===== src/rtl/vga_scan_compositor_pkg.sv =====
// Shared types and constants for the VGA scan/composite path: colour codes,
// RGB palette values, default 640x480@60 timing and pipeline flag bundle.
package vga_scan_compositor_pkg;

    typedef logic [2:0] color_t;

    typedef struct packed {
        logic [7:0] r;
        logic [7:0] g;
        logic [7:0] b;
    } rgb_t;

    // Colour codes returned by the draw layers
    localparam color_t C_EMPTY  = 3'd0;
    localparam color_t C_BORDER = 3'd1;
    localparam color_t C_CYAN   = 3'd2;
    localparam color_t C_BLUE   = 3'd3;
    localparam color_t C_ORANGE = 3'd4;
    localparam color_t C_YELLOW = 3'd5;
    localparam color_t C_GREEN  = 3'd6;
    localparam color_t C_RED    = 3'd7;

    // Palette values; empty is a dark navy so it is distinguishable from blanking
    localparam rgb_t RGB_EMPTY  = 24'h101020;
    localparam rgb_t RGB_BORDER = 24'h808080;
    localparam rgb_t RGB_CYAN   = 24'h00FFFF;
    localparam rgb_t RGB_BLUE   = 24'h0000FF;
    localparam rgb_t RGB_ORANGE = 24'hFFA500;
    localparam rgb_t RGB_YELLOW = 24'hFFFF00;
    localparam rgb_t RGB_GREEN  = 24'h00FF00;
    localparam rgb_t RGB_RED    = 24'hFF0000;

    // Default 640x480 timing, in pixel clocks / lines
    localparam int unsigned VGA_H_ACTIVE = 640;
    localparam int unsigned VGA_H_FP     = 16;
    localparam int unsigned VGA_H_SYNC   = 96;
    localparam int unsigned VGA_H_BP     = 48;
    localparam int unsigned VGA_V_ACTIVE = 480;
    localparam int unsigned VGA_V_FP     = 10;
    localparam int unsigned VGA_V_SYNC   = 2;
    localparam int unsigned VGA_V_BP     = 33;

    // Per-pixel flags carried alongside the draw latency
    typedef struct packed {
        logic active;
        logic hs_n;
        logic vs_n;
    } scan_flags_t;

    localparam scan_flags_t FLAGS_IDLE = '{active: 1'b0, hs_n: 1'b1, vs_n: 1'b1};

    // True when lo <= v < hi
    function automatic logic in_span(input logic [10:0] v, input logic [10:0] lo,
                                     input logic [10:0] hi);
        return (v >= lo) && (v < hi);
    endfunction

endpackage


===== src/rtl/vga_scan_compositor_palette.sv =====
// Colour-code to 24-bit RGB lookup; purely combinational so it can be shared
// by any block that needs to render a color_t.
module vga_scan_compositor_palette
    import vga_scan_compositor_pkg::*;
(
    input  color_t color,
    output rgb_t   rgb
);

    // Fixed LUT from colour code to RGB
    always_comb begin
        rgb = RGB_EMPTY;
        case (color)
            C_EMPTY:  rgb = RGB_EMPTY;
            C_BORDER: rgb = RGB_BORDER;
            C_CYAN:   rgb = RGB_CYAN;
            C_BLUE:   rgb = RGB_BLUE;
            C_ORANGE: rgb = RGB_ORANGE;
            C_YELLOW: rgb = RGB_YELLOW;
            C_GREEN:  rgb = RGB_GREEN;
            C_RED:    rgb = RGB_RED;
            default:  rgb = RGB_EMPTY;
        endcase
    end

endmodule


===== src/rtl/vga_scan_compositor.sv =====
// VGA scan master: generates x/y for the draw layers, composites their
// replies by priority, maps through the palette and drives the DAC pins with
// sync/blank aligned to the pixel data.
module vga_scan_compositor
    import vga_scan_compositor_pkg::*;
#(
    parameter int unsigned H_ACTIVE     = VGA_H_ACTIVE,
    parameter int unsigned H_FP         = VGA_H_FP,
    parameter int unsigned H_SYNC       = VGA_H_SYNC,
    parameter int unsigned H_BP         = VGA_H_BP,
    parameter int unsigned V_ACTIVE     = VGA_V_ACTIVE,
    parameter int unsigned V_FP         = VGA_V_FP,
    parameter int unsigned V_SYNC       = VGA_V_SYNC,
    parameter int unsigned V_BP         = VGA_V_BP,
    parameter int unsigned N_LAYERS     = 4,
    parameter int unsigned DRAW_LATENCY = 1
) (
    input  logic                   clk,
    input  logic                   reset_n,
    output logic [10:0]            x,
    output logic [10:0]            y,
    input  color_t [N_LAYERS-1:0]  layer_color,
    input  logic [N_LAYERS-1:0]    layer_en,
    output logic                   frame_start,
    output logic [7:0]             vga_r,
    output logic [7:0]             vga_g,
    output logic [7:0]             vga_b,
    output logic                   vga_hs,
    output logic                   vga_vs,
    output logic                   vga_blank_n,
    output logic                   vga_sync_n
);

    localparam logic [10:0] H_ACT   = 11'(H_ACTIVE);
    localparam logic [10:0] H_SS    = 11'(H_ACTIVE + H_FP);
    localparam logic [10:0] H_SE    = 11'(H_ACTIVE + H_FP + H_SYNC);
    localparam logic [10:0] H_LAST  = 11'(H_ACTIVE + H_FP + H_SYNC + H_BP - 1);
    localparam logic [10:0] V_ACT   = 11'(V_ACTIVE);
    localparam logic [10:0] V_SS    = 11'(V_ACTIVE + V_FP);
    localparam logic [10:0] V_SE    = 11'(V_ACTIVE + V_FP + V_SYNC);
    localparam logic [10:0] V_LAST  = 11'(V_ACTIVE + V_FP + V_SYNC + V_BP - 1);

    logic [10:0] hcnt_q, hcnt_d;
    logic [10:0] vcnt_q, vcnt_d;
    logic        run_q, run_d;
    logic        frame_start_q, frame_start_d;

    scan_flags_t                    flags0;
    scan_flags_t [DRAW_LATENCY-1:0] flag_pipe_q, flag_pipe_d;
    scan_flags_t                    flags_dl;

    color_t comp_color;
    logic   comp_found;
    rgb_t   pal_rgb;

    rgb_t rgb_q, rgb_d;
    logic hs_q, hs_d;
    logic vs_q, vs_d;
    logic blank_n_q, blank_n_d;

    // Scan counters; held at 0,0 for the first edge after reset so that
    // edge presents pixel 0,0 together with frame_start.
    always_comb begin
        run_d  = 1'b1;
        hcnt_d = hcnt_q;
        vcnt_d = vcnt_q;
        if (run_q) begin
            if (hcnt_q == H_LAST) begin
                hcnt_d = '0;
                vcnt_d = (vcnt_q == V_LAST) ? '0 : vcnt_q + 11'd1;
            end else begin
                hcnt_d = hcnt_q + 11'd1;
            end
        end
        frame_start_d = (hcnt_d == '0) && (vcnt_d == '0);
    end

    // Stage-0 flags; idle until the counters are actually scanning
    always_comb begin
        flags0 = FLAGS_IDLE;
        if (run_q) begin
            flags0.active = (hcnt_q < H_ACT) && (vcnt_q < V_ACT);
            flags0.hs_n   = !in_span(hcnt_q, H_SS, H_SE);
            flags0.vs_n   = !in_span(vcnt_q, V_SS, V_SE);
        end
    end

    // Delay flags by the draw latency so they line up with the layer replies
    always_comb begin
        flag_pipe_d[0] = flags0;
        for (int unsigned i = 1; i < DRAW_LATENCY; i++) begin
            flag_pipe_d[i] = flag_pipe_q[i-1];
        end
    end

    assign flags_dl = flag_pipe_q[DRAW_LATENCY-1];

    // Priority composite: lowest enabled layer index wins
    always_comb begin
        comp_color = C_EMPTY;
        comp_found = 1'b0;
        for (int unsigned i = 0; i < N_LAYERS; i++) begin
            if (!comp_found && layer_en[i]) begin
                comp_color = layer_color[i];
                comp_found = 1'b1;
            end
        end
    end

    vga_scan_compositor_palette u_palette (
        .color (comp_color),
        .rgb   (pal_rgb)
    );

    // Output stage: force black outside the active area, register sync/blank
    always_comb begin
        rgb_d     = flags_dl.active ? pal_rgb : '0;
        hs_d      = flags_dl.hs_n;
        vs_d      = flags_dl.vs_n;
        blank_n_d = flags_dl.active;
    end

    // State registers, asynchronously cleared to the blanked idle state
    always_ff @(posedge clk or negedge reset_n) begin
        if (!reset_n) begin
            hcnt_q        <= '0;
            vcnt_q        <= '0;
            run_q         <= 1'b0;
            frame_start_q <= 1'b0;
            flag_pipe_q   <= {DRAW_LATENCY{FLAGS_IDLE}};
            rgb_q         <= '0;
            hs_q          <= 1'b1;
            vs_q          <= 1'b1;
            blank_n_q     <= 1'b0;
        end else begin
            hcnt_q        <= hcnt_d;
            vcnt_q        <= vcnt_d;
            run_q         <= run_d;
            frame_start_q <= frame_start_d;
            flag_pipe_q   <= flag_pipe_d;
            rgb_q         <= rgb_d;
            hs_q          <= hs_d;
            vs_q          <= vs_d;
            blank_n_q     <= blank_n_d;
        end
    end

    assign x           = hcnt_q;
    assign y           = vcnt_q;
    assign frame_start = frame_start_q;
    assign vga_r       = rgb_q.r;
    assign vga_g       = rgb_q.g;
    assign vga_b       = rgb_q.b;
    assign vga_hs      = hs_q;
    assign vga_vs      = vs_q;
    assign vga_blank_n = blank_n_q;
    assign vga_sync_n  = 1'b0;

endmodule


===== config.mk =====
export PLATFORM = sky130hd
export DESIGN_NAME = vga_scan_compositor
export DESIGN_NICKNAME = d
export VERILOG_FILES = /design/src/rtl/vga_scan_compositor_pkg.sv /design/src/rtl/vga_scan_compositor_palette.sv /design/src/rtl/vga_scan_compositor.sv
export SDC_FILE = /design/constraint.sdc
export NUM_CORES = 1
export LEC_CHECK = 0
export ABC_AREA = 1
export BUFFER_PORTS_ARGS = -buffer_cell sky130_fd_sc_hd__buf_2
export CORE_UTILIZATION = 35
export DETAILED_ROUTE_END_ITERATION = 7
export HOLD_SLACK_MARGIN = 0.1
export SLEW_MARGIN = 5
export SYNTH_ARGS = -nofsm -noshare
export SYNTH_HDL_FRONTEND = slang
export SYNTH_HIERARCHICAL = 1
export SYNTH_SLANG_ARGS = --single-unit
export TNS_END_PERCENT = 50

===== constraint.sdc =====
create_clock -name clk -period 3.4 [get_ports clk]
set_clock_uncertainty 0.05 [all_clocks]
set_input_delay 0.17 -clock clk [delete_from_list [all_inputs] [get_ports clk]]
set_output_delay 0.17 -clock clk [all_outputs]
set_load 0.005 [all_outputs]

==> metrics.md, run 1 <==
| Metric | Value |
|---|---|
| Status | finished clean |
| HPWL Detailed | 5143 um |
| Min-Delay Path Class | in2reg |
| Worst setup SP type | register |
| Worst r2r src | run_q |
| Postcts setup bufs | 0 |
| Synth Cell Area | 2940 um2 |
| DRC | 0 |
| Critical Path End | frame_start |
| Share of cells above drive strength 1 | 0.2202 |
| Synth unique cells | 33 |
| Worst EP arrival | 2.23 ns |
| Final setup viols | 0 |
| GRT overflow | 0 |
| Num CTS Buffers | 5 |
| Post-synthesis cell count | 388 |
| Post_cts resized | 0 |
| Most common cell in the synthesized netlist | nand2_1 |
| Slew @ Worst Pin | 0.9001 ns |
| WL final | 6765 um |
| Period minus WS final | 2.039 ns |
| Layout overhead on the synthesized area | 15.66% |
| # diodes | 0 |
| Synth top area share | 0.4255 |
| Fin. Hold Viols | 0 |
| Critical Path Most Common Cell | nand2_1 |
| Asr flop ratio synth | 1.000 |
| Die Width | 93.66 um |
| Crit path max-delay family | simple AND/OR/NAND/NOR gates |
| WP data required | 3.59 ns |
| Pwr/cell area | 453.8 nW/um2 |
| Period Utilization, post-route | 0.5997 |
| DR pass1 iterations | 4 |
| Post-synthesis sequential area ratio | 0.4613 |
| Via count | 2510 |
| IO Count | 69 |
| Total power | 1.543 mW |
| RD Place Congestion | 0.8914 |
| Core footprint | 8175 um2 |
| Synth cell count leaders | 117 x nand2_1, 70 x inv_1, 50 x dfrtp_1 |
| First-pass GRT wire length | 10870 um |
| Reg2Reg Setup Slack | 1.36 ns |
| Path depth of the worst reg2reg path | 9 |
| Largest net degree at the start of global routing | 40 |
| Vias per cell | 4.564 |
| Die H | 93.66 um |
| Max Clk Rate | 490.4 MHz |
| GRT Total Usage | 0.1600 |
| Unrepaired setup endpoints after global routing | false |
| Cell breakdown of the critical path | nand2_1, nor2_1, nand2_1, a21boi_1, a21oi_1, nand2_1, nor2_2, nand3_1, nor2_1 |
| Hold_buf cts | 1 |
| Syn_nets | 414 |
| Antenna violations before repair | 0 |
| CP max FO | 18 |
| Critical path launch point | run_q |
| CTS root buf | clkbuf_8 |
| Lkg Pwr | 2.064 nW |
| Reg-to-reg endpoint | frame_start |
| Critical path buffer and inverter count | 0 |
| Later-pin clock latency in the skew report | 0.30 ns |
| Initial Utilization | 0.3597 |
| CTS tree | built |
| Ys Warns | 6 |
| Die ar. | 8771 um2 |
| NumNets Final | 470 |
| Yosys reg bits | 54 |
| PortBufs | 67 |
| Setup crit end kind | register |
| CP max-delay cell | dfrtp_1 |
| Max incr delay on CP | 0.77 ns |
| Num Clock Sinks | 54 |
| Vias in the first global route | 2240 |
| H-tree Lvls | 2 |
| Setup tns final | 0 ns |
| Area contributors post-synth | dfrtp_1 43%, nand2_1 15%, inv_1 8.9% |
| CP Class | reg2reg |
| Area leader, netlist | dfrtp_1 |
| Clk buf depth | 2 |
| Levels on crit path | 9 |
| Worst-path clk slew | 0.10 ns |
| Final Slew Violations | 0 |
| DRT antenna net count | 0 |
| Initial DRC count | 157 |
| WL/cell | 12.30 um |
| Dominant synthesized flop cell | dfrtp_1 |
| Slew Limit Headroom | 0.3999 |
| Worst IR Drop VDD | 0.1839 mV |
| Post-synth EDFFs | 0 |
| Synth Area per Inst | 7.578 um2 |
| Max_cap viols | 0 |
| Row cnt | 33 |
tightest hold or removal path, cell delays in order:
cell	delay, ns
buf_2	0.08
nand2_1	0.04
nand4_1	0.18
nor2_1	0.08
nand2_1	0.06
inv_1	0.04
flip-flops by register name, summed over array words and instances (netlist names):
name / cells
vga_hs: 1
vga_r: 8
frame_start: 1
vga_blank_n: 1
x: 11
vga_b: 8
blank_n_d: 1
y: 11
vga_vs: 1
vs_d: 1
vga_g: 8
run_q: 1
hs_d: 1
how the worst min path moves through the flow:
| stage | depth (start not counted) | from | to |
|---|---|---|---|
| 3_3_place_gp | 1 | reset_n | x[0] |
| 5_1_grt | 0 | hs_d | vga_hs |
| 3_5_place_dp | 0 | hs_d | vga_hs |
| 2_1_floorplan | 0 | reset_n | blank_n_d |
| 6_report | 6 | layer_color[8] | vga_b[7] |
| 4_1_cts | 6 | layer_color[8] | vga_b[7] |
logic make-up after synthesis:
family,synth area share
buffers and inverters,0.1477
other,0.002554
and+or+nand+nor,0.3196
DFF,0.4613
adders and majority gates,0.03404
xor gates and xnor gates,0.005959
AOI/OAI and AO/OA,0.02894
area by class of cell:
type	instances	area, um2
fillers	835	4775
flip-flops and latches	54	1356
multi-input cells	236	1150
repair buffers	69	352.8
inverters	78	294.0
well taps	105	131.4
clock buffers	7	86.33
clock inverters	1	30.03
per-layer routing:
metal,GRT usage,vias to the layer above,wire [um]
li1,-,1271,-
met1,0.2044,1136,3099
met2,0.2659,93,3115
met3,0.04207,10,446
met4,0.04615,0,103
met5,0,-,0
report_power, final:
part,switching (mW),total (mW),internal (mW)
Clock,0.211,0.451,0.241
Combinational,0.197,0.322,0.125
Sequential,0.0712,0.770,0.699
Total,0.479,1.54,1.06
placed cells by master (no fill, tap or decap), drive strengths merged:
cell,instances
clkinv,2
dfstp,4
xor2,2
nor2,40
dfrtp,50
clkbuf,7
nand4,10
bufinv,1
a21boi,1
nand3,33
ha,8
nand2,118
a311oi,1
dlygate4sd3,1
nor4,2
o21ai,7
and2,1
inv,76
nor3,4
nand2b,1
a21oi,2
or2,1
buf,68
o21bai,2
conb,2
o2111ai,1
through the flow:
step	hold slack [ns]	cell area [um2]	setup slack, ns	instances	util
finish	0.3119	3401	1.361	550	0.4160
global route	0.3198	3401	1.219	550	0.4160
CTS	0.3002	3401	1.432	550	0.4160
detailed placement	0.2993	3274	1.467	541	0.4005
global placement	0.2972	3274	1.499	541	0.4005
floorplan	-0.1756	2940	1.707	388	-
(Power assumes the default switching activity.)
==> run 2, diff against run 1 <==
==> constraint.sdc (replaced) <==
create_clock -name clk -period 2.11 [get_ports clk]
set_clock_uncertainty 0.05 [all_clocks]
set_input_delay 0.1055 -clock clk [delete_from_list [all_inputs] [get_ports clk]]
set_output_delay 0.1055 -clock clk [all_outputs]
set_load 0.005 [all_outputs]
==> run 2 against run 1 <==
Effect of this change:
- first-iteration DRC count decreased by 1.3%
- routed wire length decreased by 4.2%
- sequential share of layout area decreased by 0.49 points
- critical path type unchanged
==> metrics.md, run 2 (synthesis results as in run 1) <==
| Metric | Value |
|---|---|
| WL/cell | 11.70 um (-4.9%) |
| Combinational Power Share | 0.227 (+0.019) |
| H-tree Lvls | 2 (unchanged) |
| CP Class | reg2reg |
| Sw Share | 0.3117 (+0.001618) |
| Vias in the first global route | 2327 (+3.9%) |
| Period Utilization, post-route | 0.8919 (+0.2922) |
| Clock power share | 0.280 (-0.012) |
| PortBufs | 67 (unchanged) |
| Core footprint | 8175 um2 (unchanged) |
| Final Core Density | 0.4215 (+0.005510) |
| Final setup viols | 0 (unchanged) |
| Worst setup SP type | register |
| Initial DRC count | 155 (-1.3%) |
| CTS tree | built |
| Internal power | 1.710 mW (+61%) |
| CP max FO | 8 (-10) |
| Placed Area | 3317 um2 (+1.3%) |
| Num Clock Sinks | 54 (unchanged) |
| Layout overhead on the synthesized area | 17.19% |
| Unrepaired setup endpoints after global routing | false |
| Fin. Hold Viols | 0 (unchanged) |
| DRC | 0 (unchanged) |
| NumNets Final | 474 (+0.85%) |
| Slew @ Worst Pin | 0.7354 ns (-0.1647 ns) |
| Commonest non-fill, non-tap cell in the layout | nand2_1 |
| Max_cap viols | 0 (unchanged) |
| Final instance area | 3446 um2 (+1.3%) |
| # diodes | 0 (unchanged) |
| Antenna violations before repair | 0 (unchanged) |
| IO Count | 69 (unchanged) |
| Setup crit end kind | register |
| DRT antenna net count | 0 (unchanged) |
| Vias per cell | 4.507 (-1.2%) |
| HPWL Detailed | 5120 um (-0.46%) |
| CTS root buf | clkbuf_8 |
| Max Clk Rate | 531.4 MHz (+8.4%) |
| Min-Delay Path Class | in2reg |
| Row cnt | 33 (unchanged) |
| Num CTS Buffers | 5 (unchanged) |
| Final Slew Violations | 0 (unchanged) |
| Die ar. | 8771 um2 (unchanged) |
| Die Width | 93.66 um (unchanged) |
| Register share of total power | 0.493 (-0.006) |
| RD Place Congestion | 0.9063 (+1.7%) |
| Later-pin clock latency in the skew report | 0.31 ns (about the same) |
| Worst EP arrival | 2.08 ns (-0.15 ns) |
| Lkg Pwr | 2.080 nW (+0.78%) |
| Via count | 2497 (-0.52%) |
| WP data required | 2.30 ns (-1.29 ns) |
| M2 GR Usage | 0.2647 (-0.001225) |
| Period minus WS final | 1.882 ns (-0.1572 ns) |
| Total power | 2.485 mW (+61%) |
| Initial Utilization | 0.3597 (unchanged) |
| Slew Limit Headroom | 0.5098 (+0.1098) |
| Net load switching power | 0.7746 mW (+62%) |
| M1 GR Usage | 0.2021 (-0.002256) |
| Status | finished clean |
| GRT overflow | 0 (unchanged) |
| GR peak layer | met2 |
| GRT Total Usage | 0.1592 (-0.0008877) |
| WHS | 0.2492 ns (-0.06261 ns) |
| First-pass GRT wire length | 10850 um (-0.19%) |
| Worst IR Drop VDD | 0.2642 mV (+44%) |
| Pwr/cell area | 721.1 nW/um2 (+59%) |
| Setup tns final | 0 ns (unchanged) |
| Worst-path clk slew | 0.10 ns (about the same) |
| Largest net degree at the start of global routing | 30 (-25%) |
| Most frequent cells in the layout | 116 x nand2_1, 70 x inv_1, 67 x buf_2, 49 x dfrtp_1, 32 x nor2_1 |
| Die H | 93.66 um (unchanged) |
| DR pass1 iterations | 4 (unchanged) |
| Postcts setup bufs | 0 (unchanged) |
| Share of cells above drive strength 1 | 0.2361 (+0.01586) |
| Clk buf depth | 2 (unchanged) |
| Fill count | 868 (+4.0%) |
| Met3 track demand over resource | 0.04288 (+0.0008091) |
| WL final | 6480 um (-4.2%) |
## run 2: cell count changes in the layout (fill, tap and decap cells not counted), sizes merged
cell      previous run  this run
clkbuf               7         6
buf                 68        72
clkinvlp             0         1
## run 2: per-stage QoR
step           instances  worst slack (ns)
2_1_floorplan        388            0.4753
3_3_place_gp         545            0.1929
3_5_place_dp         545            0.1620
4_1_cts              554            0.1468
5_1_grt              554          0.004845
6_report             554            0.2281
## run 2: path summary, 6_finish.rpt
kind,to,slack [ns],depth (start not counted),start
worst max-delay path,frame_start,0.23,11,x[0]
worst min-delay path,vga_b[5],0.25,6,layer_color[8]
worst max register to register,frame_start,0.23,11,x[0]
worst min register to register,vga_vs,0.31,0,vs_d
max in group asynchronous,hs_d,1.09,3,reset_n
min in group asynchronous,x[4],0.28,2,reset_n
## run 2: layer usage
metal  vias to the layer above  share of wire
met5                         -              0
met4                         0          0.014
met3                         9          0.059
met2                        75           0.47
met1                      1133           0.46
li1                       1280              -
## run 2: power groups by stage
stage / sequential [mW] / clock (mW) / combinational (mW)
finish: 1.22 / 0.696 / 0.564
global route: 1.24 / 0.775 / 0.648
CTS: 1.22 / 0.733 / 0.570
detailed placement: 1.24 / 0 / 0.567
global placement: 1.24 / 0 / 0.563
floorplan: 1.23 / 0 / 0.380
## run 2: cell type report
type / instances / area [um2] / share of cell area
multi-input cells: 236 / 1157 / 0.3359
inverters: 78 / 294.0 / 0.08533
clock inverters: 2 / 37.54 / 0.01089
flip-flops and latches: 54 / 1358 / 0.3940
repair buffers: 73 / 395.4 / 0.1147
clock buffers: 6 / 72.57 / 0.02106
well taps: 105 / 131.4 / 0.03813
## run 2: what timing repair did
action                                 4_1_cts  5_1_grt
endpoints found under the hold margin       22        0
hold buffers                                 1        0
setup endpoints to repair                    0        1
gates resized for setup                      0        4
## run 2: worst max-delay path: stages, from the launching register on
cell,delay (ns)
dfrtp_2,0.43
ha_1,0.22
nand3_2,0.12
nor2_4,0.17
nand3_4,0.14
clkinv_2,0.15
nand2_1,0.06
nand2_1,0.08
nand2_1,0.08
nor2_2,0.13
nand3_1,0.07
nor2_1,0.10
